===== src/rtl/seg_scan_decoder.sv =====
// seg_scan_decoder
//   Reads a multiplexed, active-low seven-segment display bus and keeps an
//   8-digit shadow of what is being shown. Every scan pattern must be stable
//   for SETTLE cycles before it is acted on. A pattern is acted on only once,
//   and only after it changes.
//
// Ports
//   clk          system clock, rising edge
//   rst_n        asynchronous active-low reset
//   seg[6:0]     segments {g,f,e,d,c,b,a}, active-low
//   dp           decimal point, active-low
//   an[7:0]      digit scan {d7..d0}, active-low, one-hot-low when driving
//   digit_val    nibble i = decoded hex value of digit i
//   digit_valid  bit i = digit i last sampled with a legal, non-blank code
//   dp_val       bit i = decimal point of digit i lit at last sample
//   frame_done   one-cycle pulse once all 8 positions have been sampled
//   err          one-cycle pulse on an accepted illegal pattern
module seg_scan_decoder #(
  parameter int SETTLE = 4
) (
  input  logic        clk,
  input  logic        rst_n,
  input  logic [6:0]  seg,
  input  logic        dp,
  input  logic [7:0]  an,
  output logic [31:0] digit_val,
  output logic [7:0]  digit_valid,
  output logic [7:0]  dp_val,
  output logic        frame_done,
  output logic        err
);

  localparam logic [7:0] SETTLE_MAX = 8'(SETTLE);
  localparam logic [7:0] SETTLE_M1  = 8'(SETTLE - 1);

  // Returns {legal, value} for an active-low {g..a} pattern.
  function automatic logic [4:0] seg_decode(input logic [6:0] s);
    case (s)
      7'b1000000: seg_decode = {1'b1, 4'h0};
      7'b1111001: seg_decode = {1'b1, 4'h1};
      7'b0100100: seg_decode = {1'b1, 4'h2};
      7'b0110000: seg_decode = {1'b1, 4'h3};
      7'b0011001: seg_decode = {1'b1, 4'h4};
      7'b0010010: seg_decode = {1'b1, 4'h5};
      7'b0000010: seg_decode = {1'b1, 4'h6};
      7'b1111000: seg_decode = {1'b1, 4'h7};
      7'b0000000: seg_decode = {1'b1, 4'h8};
      7'b0010000: seg_decode = {1'b1, 4'h9};
      7'b0001000: seg_decode = {1'b1, 4'hA};
      7'b0000011: seg_decode = {1'b1, 4'hB};
      7'b1000110: seg_decode = {1'b1, 4'hC};
      7'b0100001: seg_decode = {1'b1, 4'hD};
      7'b0000110: seg_decode = {1'b1, 4'hE};
      7'b0001110: seg_decode = {1'b1, 4'hF};
      default:    seg_decode = {1'b0, 4'h0};
    endcase
  endfunction

  // Synchronizer and stability tracker state; sampled word is {an, dp, seg}.
  logic [15:0] sync_p0, sync_p1;
  logic [15:0] prev;
  logic [7:0]  cnt;
  logic        armed;
  logic [7:0]  seen;

  logic        same, accept, one_low, legal;
  logic [7:0]  an_s;
  logic        dp_s;
  logic [6:0]  seg_s;
  logic [2:0]  idx;
  logic [3:0]  val;
  logic [7:0]  seen_next;

  always_comb begin
    same    = (sync_p1 == prev);
    // cnt reaches SETTLE on this edge with the pattern still unchanged.
    accept  = same && armed && (cnt == SETTLE_M1);
    an_s    = prev[15:8];
    dp_s    = prev[7];
    seg_s   = prev[6:0];
    one_low = $onehot(~an_s);
    idx     = 3'd0;
    for (int i = 0; i < 8; i++) begin
      if (!an_s[i]) idx = 3'(i);
    end
    {legal, val} = seg_decode(seg_s);
    seen_next    = seen | (8'b1 << idx);
  end

  always_ff @(posedge clk or negedge rst_n) begin
    if (!rst_n) begin
      sync_p0     <= '1;
      sync_p1     <= '1;
      prev        <= '1;
      cnt         <= '0;
      armed       <= 1'b0;
      seen        <= '0;
      digit_val   <= '0;
      digit_valid <= '0;
      dp_val      <= '0;
      frame_done  <= 1'b0;
      err         <= 1'b0;
    end else begin
      // Stage p0 -> p1: two-flop input synchronizer
      sync_p0    <= {an, dp, seg};
      sync_p1    <= sync_p0;
      frame_done <= 1'b0;
      err        <= 1'b0;

      // Stability tracking: a change re-arms and restarts the count
      if (!same) begin
        prev  <= sync_p1;
        cnt   <= 8'd1;
        armed <= 1'b1;
      end else if (cnt != SETTLE_MAX) begin
        cnt <= cnt + 8'd1;
      end

      // Accept: act on the settled pattern exactly once
      if (accept) begin
        armed <= 1'b0;
        if (an_s == 8'hFF) begin
          // blanking interval between digits: nothing to record
        end else if (one_low) begin
          dp_val[idx] <= ~dp_s;
          if (legal || seg_s == 7'h7F) begin
            // Blank digits count toward the frame; illegal codes do not,
            // which keeps err and frame_done mutually exclusive.
            if (legal) begin
              digit_val[{idx, 2'b00} +: 4] <= val;
              digit_valid[idx]             <= 1'b1;
            end else begin
              digit_valid[idx] <= 1'b0;
            end
            if (seen_next == 8'hFF) begin
              frame_done <= 1'b1;
              seen       <= '0;
            end else begin
              seen <= seen_next;
            end
          end else begin
            digit_valid[idx] <= 1'b0;
            err              <= 1'b1;
          end
        end else begin
          err <= 1'b1;
        end
      end
    end
  end

endmodule


===== config.mk =====
export PLATFORM = sky130hd
export DESIGN_NAME = seg_scan_decoder
export DESIGN_NICKNAME = d
export VERILOG_FILES = /design/src/rtl/seg_scan_decoder.sv
export SDC_FILE = /design/constraint.sdc
export NUM_CORES = 1
export LEC_CHECK = 0
export CAP_MARGIN = 15
export CORE_ASPECT_RATIO = 1.25
export CORE_MARGIN = 2
export CORE_UTILIZATION = 59
export CTS_CLUSTER_DIAMETER = 30
export DETAILED_ROUTE_END_ITERATION = 8
export PLACE_DENSITY = 0.95
export SLEW_MARGIN = 20
export SYNTH_ARGS = -nofsm -noshare
export SYNTH_HDL_FRONTEND = slang
export SYNTH_SLANG_ARGS = --single-unit

===== constraint.sdc =====
create_clock -name clk -period 12.8 [get_ports clk]
set_clock_uncertainty 0.15 [all_clocks]
set_input_delay 2.56 -clock clk [delete_from_list [all_inputs] [get_ports clk]]
set_output_delay 2.56 -clock clk [all_outputs]
set_load 0.05 [all_outputs]

==> results of run 1 <==
-- placed cells by master, fill, tap and decap left out, drive strengths merged, types with 4 or more instances in the layout --
| master | Yosys | layout |
|---|---|---|
| o22ai | 5 | 5 |
| nand2 | 17 | 17 |
| dfstp | 48 | 48 |
| nand3 | 8 | 8 |
| o21ai | 9 | 9 |
| buf | 5 | 5 |
| o2111ai | 7 | 7 |
| inv | 32 | 36 |
| or4 | 4 | 4 |
| dfrtp | 67 | 67 |
| nor2b | 10 | 10 |
| mux2i | 4 | 4 |
| xor2 | 18 | 18 |
| clkdlybuf4s50 | 0 | 66 |
| nor4 | 12 | 12 |
| a21oi | 15 | 15 |
| ha | 12 | 12 |
| mux2 | 39 | 39 |
| nand4 | 8 | 8 |
| xnor2 | 4 | 4 |
| a31oi | 4 | 4 |
| fa | 4 | 4 |
| clkbuf | 31 | 23 |
| o31ai | 7 | 7 |
| or3 | 6 | 6 |
| nor3 | 6 | 6 |
| nor2 | 18 | 18 |
-- final cells by class --
type / instances / area (um2)
Multi-Input combinational cell: 251 / 2050
Inverter: 33 / 124
Tap cell: 120 / 150
Clock buffer: 23 / 520
Sequential cell: 115 / 2940
Timing Repair Buffer: 71 / 698
Clock inverter: 9 / 85.1
Fill cell: 524 / 2080
-- how the worst min path moves through the flow --
stage	end	slack (ns)	cells past startpoint
after floorplan	sync_p1[0]	0.20	0
after global placement	sync_p1[14]	0.20	0
after detailed placement	sync_p1[0]	0.20	0
after CTS	sync_p1[5]	0.20	0
after global routing	sync_p1[7]	0.20	0
final	sync_p1[5]	0.20	0
-- metal layers --
| metal | up-vias | GRT usage (%) | wire length, um |
|---|---|---|---|
| met3 | 42 | 7.13 | 540 |
| met4 | 0 | 12.8 | 419 |
| met2 | 137 | 42.7 | 5840 |
| li1 | 1635 | - | - |
| met1 | 1789 | 29.4 | 4280 |
| met5 | - | 0 | 0 |
-- stage by stage --
| stage | hold slack [ns] | area [um2] | power, mW | utilization, % | worst slack (ns) |
|---|---|---|---|---|---|
| 4_1_cts | 0.202 | 6560 | 0.913 | 75.9 | 8.14 |
| 3_3_place_gp | 0.196 | 5960 | 0.440 | 68.9 | 8.36 |
| 5_1_grt | 0.205 | 6570 | 0.942 | 75.9 | 7.81 |
| 6_report | 0.201 | 6570 | 0.907 | 75.9 | 8.09 |
| 3_5_place_dp | 0.197 | 5960 | 0.445 | 68.9 | 8.16 |
| 2_1_floorplan | 0.195 | 5260 | 0.425 | - | 8.44 |
-- power groups by stage --
stage | clock network, mW | registers [mW] | logic, mW
floorplan | 0 | 0.387 | 0.0375
global placement | 0 | 0.393 | 0.0476
finish | 0.467 | 0.388 | 0.0523
CTS | 0.473 | 0.388 | 0.0518
global route | 0.493 | 0.389 | 0.0600
detailed placement | 0 | 0.394 | 0.0509
-- cells by family (layout without fill, tap and decap cells) --
kind of cell,after synthesis,count (layout),synth area share (%)
xor gates and xnor gates,22,22,3.66
AOI/OAI and AO/OA,63,63,8.33
DFF,115,115,55.9
adders and majority gates,16,16,4.38
buffers and inverters,69,136,5.16
muxes,43,43,9.19
and+or+nand+nor,107,107,13.4
-- worst reg2reg max path: stages (launching register included) --
cell	delay (ns)
dfstp_2	0.57
fa_1	0.42
inv_1	0.08
fa_1	0.42
fa_1	0.51
ha_1	0.16
inv_1	0.05
fa_1	0.37
nor2_1	0.11
a31oi_1	0.13
nor2_1	0.17
or4b_1	0.59
or3_1	0.49
mux2_1	0.35
-- state kept, by name (all words and copies together), names as in the netlist, named ones only --
signal / cells
dp_val: 8
frame_done: 1
err: 1
cnt: 8
sync_p0: 16
digit_val: 32
sync_p1: 16
prev: 16
seen: 8
armed: 1
==> results.tsv, run 1 <==
stage	metric	value	unit
pwr	power.share.clock	51.4	%
worst_setup_path	r2r_cells	13	
synth	netlist.area_leader.share	31.9	%
pwr	p_int	0.701	mW
detailed_routing	vias_per_cell	5.79	
grt	grt_antenna_before_repair	0	
layout	layout.nets	523	
worst_setup_path	cp_slowest_cell	or4b_1	
synth	synth_area	5260	um2
worst_setup_path	critPathMaxFanout	6	
min_path	worstHoldPathType	register to register	
place	portBuffers	67	
detailed_routing	finalWirelength	11100	um
worst_setup_path	cp.arrival	4.96	ns
worst_setup_path	worst_r2r_endpoint	digit_val[4]	
detailed_routing	wl_per_cell	17.8	um
synth	post-synth-top-count-cell	dfrtp_1	
grt	grt_use_total	25.3	%
synth	syn_area_per_cell	12.1	um2
synth	synth_commonest_cells	67 x dfrtp_1, 48 x dfstp_2, 31 x clkbuf_1, 31 x inv_1, 28 x mux2_1	
cts	ctsResizeCount	0	
cts	ctsHoldBuffers	0	
synth	synth_ff_type	dfrtp_1	
pwr	combPwrFrac	5.8	%
worst_setup_path	worstSetupEndpointType	register	
worst_setup_path	rr_startpoint	prev[9]	
timing	post-route-min-period	4.71	ns
cts	cts_root_buf	clkbuf_8	
grt	grt_pass1_wl	18300	um
worst_setup_path	cp-start-kind	register	
pwr	irDropWorstVdd	0.131	mV
layout	drive_above_1_share	22.7	%
synth	synth-edff-count	0	
detailed_routing	antenna_left	0	
cts	clk_pin_slew	0.05	ns
timing	hold_viol	0	
timing	max_freq	212	MHz
floorplanning	core	8650	um2
worst_setup_path	critPathTopFamily	adder cells	
synth	syn-num-nets	469	
cts	insertion_delay	0.52	ns
cts	cts_setup_buffers	0	
cts	cts_tree	done	
floorplanning	initial_utilization	60.8	%
grt	grt_pass1_vias	3650	
synth	yosysUniqueCellTypes	59	
synth	ys_seq_area_share	55.9	%
layout	area_delta_synth_final	24.9	%
worst_setup_path	worst_path_most_repeated_cell	fa_1	
cts	clockBufferDepth	2	
detailed_routing	dr.pass1.iters	5	
status	outcome	complete, no violations	
timing	finalSetupTns	0	ns
floorplanning	io_pins	68	
timing	slew_headroom	24.9	%
timing	fin_crit_sh	36.8	%
worst_setup_path	crit_type	register to register	
min_path	min-delay-start	sync_p0[5]	
place	place_inst	590	
worst_setup_path	cp_cell_sequence	fa_1, inv_1, fa_1, fa_1, ha_1, inv_1, fa_1, nor2_1, a31oi_1, nor2_1, or4b_1, or3_1, mux2_1	
run	max_cap_viol_count	0	
timing	drv_slew	0	
grt	grt-ovfl-total	0	
cts	cts_inserted_buffers	17	
pwr	p_leak	2.88	nW
cts	cts.sinks	115	
detailed_routing	drcViolationCount	0	
worst_setup_path	cp.depth	13	
floorplanning	die_area	9690	um2
pwr	switching_share	22.7	%
timing	worst_pin_slew	1.12	ns
synth	synthArstFlopShare	100	%
synth	yosysWarnings	0	
pwr	sequentialPowerShare	42.8	%
worst_setup_path	ff2ff_setup_slack	8.09	ns
worst_setup_path	worstPathRequired	13.05	ns
worst_setup_path	worst-path-buf-inv	2	
worst_setup_path	cp-endpoint	digit_val[4]	
worst_setup_path	critical_path.max_stage_delay	0.59	ns
timing	setup_viol	0	
layout	diodes	0	
synth	synth_cells	435	
detailed_routing	vias	3603	
floorplanning	die_w	88.4	um
grt	grt_start_max_net_pins	67	
detailed_routing	first_iter_violations	271	
floorplanning	row_count	38	
place	place_hpwl	7580	um
timing	rsz0062_at_grt	no	
floorplanning	die_y	110	um
synth	yosys.area.top_type	dfrtp_1	
pwr	p_sw	0.206	mW
synth	synthTopCellsByArea	dfrtp_1 32%, dfstp_2 24%, mux2_1 6.0%, xor2_1 3.0%, ha_1 2.9%	
cts	htreeDepth	4	
layout	final_cells	622	
place	routabilityCongestion	0.892	
pwr	power_density	138	nW/um2
synth	ys_ff_latch	115	
worst_setup_path	crit_path_start	prev[9]	
Note: power is estimated with default switching activity, not from simulation.
==> run 2: changes to the inputs <==
--- a/config.mk
+++ b/config.mk
@@ -8,10 +8,10 @@
 export CAP_MARGIN = 15
 export CORE_ASPECT_RATIO = 1.25
 export CORE_MARGIN = 2
-export CORE_UTILIZATION = 59
+export CORE_UTILIZATION = 50
 export CTS_CLUSTER_DIAMETER = 30
 export DETAILED_ROUTE_END_ITERATION = 8
-export PLACE_DENSITY = 0.95
+export PLACE_DENSITY = 0.87
 export SLEW_MARGIN = 20
 export SYNTH_ARGS = -nofsm -noshare
 export SYNTH_HDL_FRONTEND = slang
==> constraint.sdc (replaced) <==
create_clock -name clk -period 4.13 [get_ports clk]
set_clock_uncertainty 0.15 [all_clocks]
set_input_delay 0.826 -clock clk [delete_from_list [all_inputs] [get_ports clk]]
set_output_delay 0.826 -clock clk [all_outputs]
set_load 0.05 [all_outputs]
==> run 2 against run 1 <==
Against the previous run: the run now ends with negative setup slack left; power grew to 3.3 times the previous value; final cell count grew 6.9%; count of clock-buffer cells in the layout down 1; register-to-register slack worse by 8.6 ns; clock power increased to 3.3 times the previous value; utilization shrank 5.1 points; largest cell class unchanged; largest power group unchanged.
==> results.tsv, run 2 (synthesis gave the netlist of run 1 again) <==
stage	metric	value	unit	change
status	outcome	complete, but fails checks		
status	violations	negative setup slack		
grt	grt-ovfl-total	0		unchanged
worst_setup_path	worstSetupEndpointType	register		
floorplanning	die_w	95.7	um	+8.2%
floorplanning	row_count	41		+7.9%
pwr	power	2.96	mW	+230%
cts	cts_root_buf	clkbuf_16		
layout	layout.nets	557		+6.5%
grt	grt_use_total	23.5	%	-1.8 points
worst_setup_path	worstPathRequired	4.27	ns	-8.78 ns
cts	ctsHoldBuffers	0		unchanged
detailed_routing	finalWirelength	13100	um	+19%
layout	final_common_cell	dfrtp_1		
place	place_ws	-0.388	ns	-8.55 ns
grt	grt_pass1_vias	3941		+8.0%
pwr	power_density	412	nW/um2	+200%
detailed_routing	wl_per_cell	19.8	um	+11%
worst_setup_path	critical_path.max_stage_delay	0.55	ns	-0.04 ns
layout	diodes	0		unchanged
place	dpl_cell_area	6160	um2	+3.4%
timing	rsz0062_at_grt	yes		
floorplanning	initial_utilization	51.8	%	-9.0 points
worst_setup_path	worst-path-buf-inv	4		+2
cts	cts.sinks	115		unchanged
pwr	p_leak	3.12	nW	+8.3%
worst_setup_path	cp_cell_sequence	fa_1, inv_1, fa_1, fa_1, ha_2, inv_2, fa_2, nand2_2, or4_4, buf_12, nor4_4, buf_4, mux2_1		
place	place_inst	617		+4.6%
pwr	irDropWorstVdd	0.311	mV	+140%
worst_setup_path	cp_slowest_cell	dfstp_2		
cts	cts_tree	done		
timing	hold_viol	0		unchanged
cts	clk_pin_slew	0.05	ns	about the same
place	place_hpwl	8100	um	+6.9%
floorplanning	core	10200	um2	+17%
timing	slew_headroom	56.9	%	+32 points
worst_setup_path	worst_path_most_repeated_cell	fa_1		
layout	final_area	7190	um2	+9.4%
layout	largest-register	digit_val		
worst_setup_path	cp-start-kind	register		
detailed_routing	dr.pass1.iters	6		+1
worst_setup_path	crit_type	register to register		
timing	finalSetupTns	-15.22	ns	-15.22 ns
layout	drive_above_1_share	37.1	%	+14 points
place	portBuffers	67		unchanged
timing	hold_ws	0.185	ns	-0.0163 ns
timing	worst_pin_slew	0.636	ns	-0.481 ns
worst_setup_path	critPathTopFamily	adder cells		
timing	fin_crit_sh	112	%	+75 points
detailed_routing	drcViolationCount	0		unchanged
grt	grt_start_max_net_pins	36		-46%
cts	clockBufferDepth	2		unchanged
floorplanning	die_area	11400	um2	+17%
layout	area_delta_synth_final	36.7	%	
min_path	worstHoldPathType	primary input to asynchronous set/reset pin		
cts	cts_inserted_buffers	17		unchanged
detailed_routing	first_iter_violations	361		+33%
timing	drv_slew	0		unchanged
place	routabilityCongestion	0.858		-3.8%
detailed_routing	vias	3910		+8.5%
detailed_routing	antenna_left	0		unchanged
grt	grt_antenna_before_repair	0		unchanged
grt	grt_pass1_wl	20300	um	+11%
timing	post-route-min-period	4.62	ns	-0.0904 ns
run	max_cap_viol_count	0		unchanged
detailed_routing	vias_per_cell	5.88		+1.5%
timing	max_freq	217	MHz	+2.0%
layout	final_cell_mix	67 x dfrtp_1, 66 x clkdlybuf4s50_1, 48 x dfstp_2		
timing	worst_slack	-0.488	ns	-8.58 ns
worst_setup_path	cp.arrival	4.75	ns	-0.21 ns
timing	setup_viol	52		+52
layout	utilization	70.8	%	-5.1 points
worst_setup_path	critPathMaxFanout	9		+3
floorplanning	die_y	119	um	+8.3%
cts	htreeDepth	4		unchanged
layout	final_cells	665		+6.9%
cts	insertion_delay	0.42	ns	-0.10 ns
floorplanning	io_pins	68		unchanged
layout	largest_reg_flops	32		unchanged
[run 2: area by class of cell]
cell class | instances | area (um2)
tap | 129 | 161
sequential | 115 | 2940
multi-input combinational | 252 | 2340
inverter | 33 | 124
fill | 621 | 2970
clock buffer | 22 | 464
timing repair buffer | 104 | 1010
clock inverter | 10 | 155
[run 2: what timing repair did]
item / CTS / global route
resized for setup: 51 / 25
cloned: 0 / 2
setup endpoints to repair: 49 / 57
hold endpoints to repair: 0 / 0
pin swaps: 8 / 5
setup buffers: 10 / 6
[run 2: metal layers]
| metal | vias to the layer above | GRT usage [%] | wire length, um |
|---|---|---|---|
| met4 | 0 | 15.3 | 797 |
| met2 | 207 | 38.4 | 6770 |
| li1 | 1700 | - | - |
| met3 | 75 | 5.61 | 754 |
| met5 | - | 0 | 0 |
| met1 | 1928 | 27.0 | 4820 |
[run 2: power by group]
| group | switching, mW | internal [mW] | leakage [nW] |
|---|---|---|---|
| Clock | 0.497 | 1.04 | 0.300 |
| Combinational | 0.134 | 0.0932 | 1.39 |
| Sequential | 0.0289 | 1.17 | 1.43 |
[run 2: final timing paths]
check | to | cells past startpoint | startpoint | slack, ns
worst max-delay path | digit_val[25] | 13 | prev[9] | -0.49
worst min-delay path | digit_val[24] | 1 | rst_n | 0.18
worst max register to register | digit_val[25] | 13 | prev[9] | -0.49
worst min register to register | sync_p1[0] | 0 | sync_p0[0] | 0.20
max in group asynchronous | digit_val[15] | 4 | rst_n | 2.70
min in group clk | sync_p1[0] | 0 | sync_p0[0] | 0.20
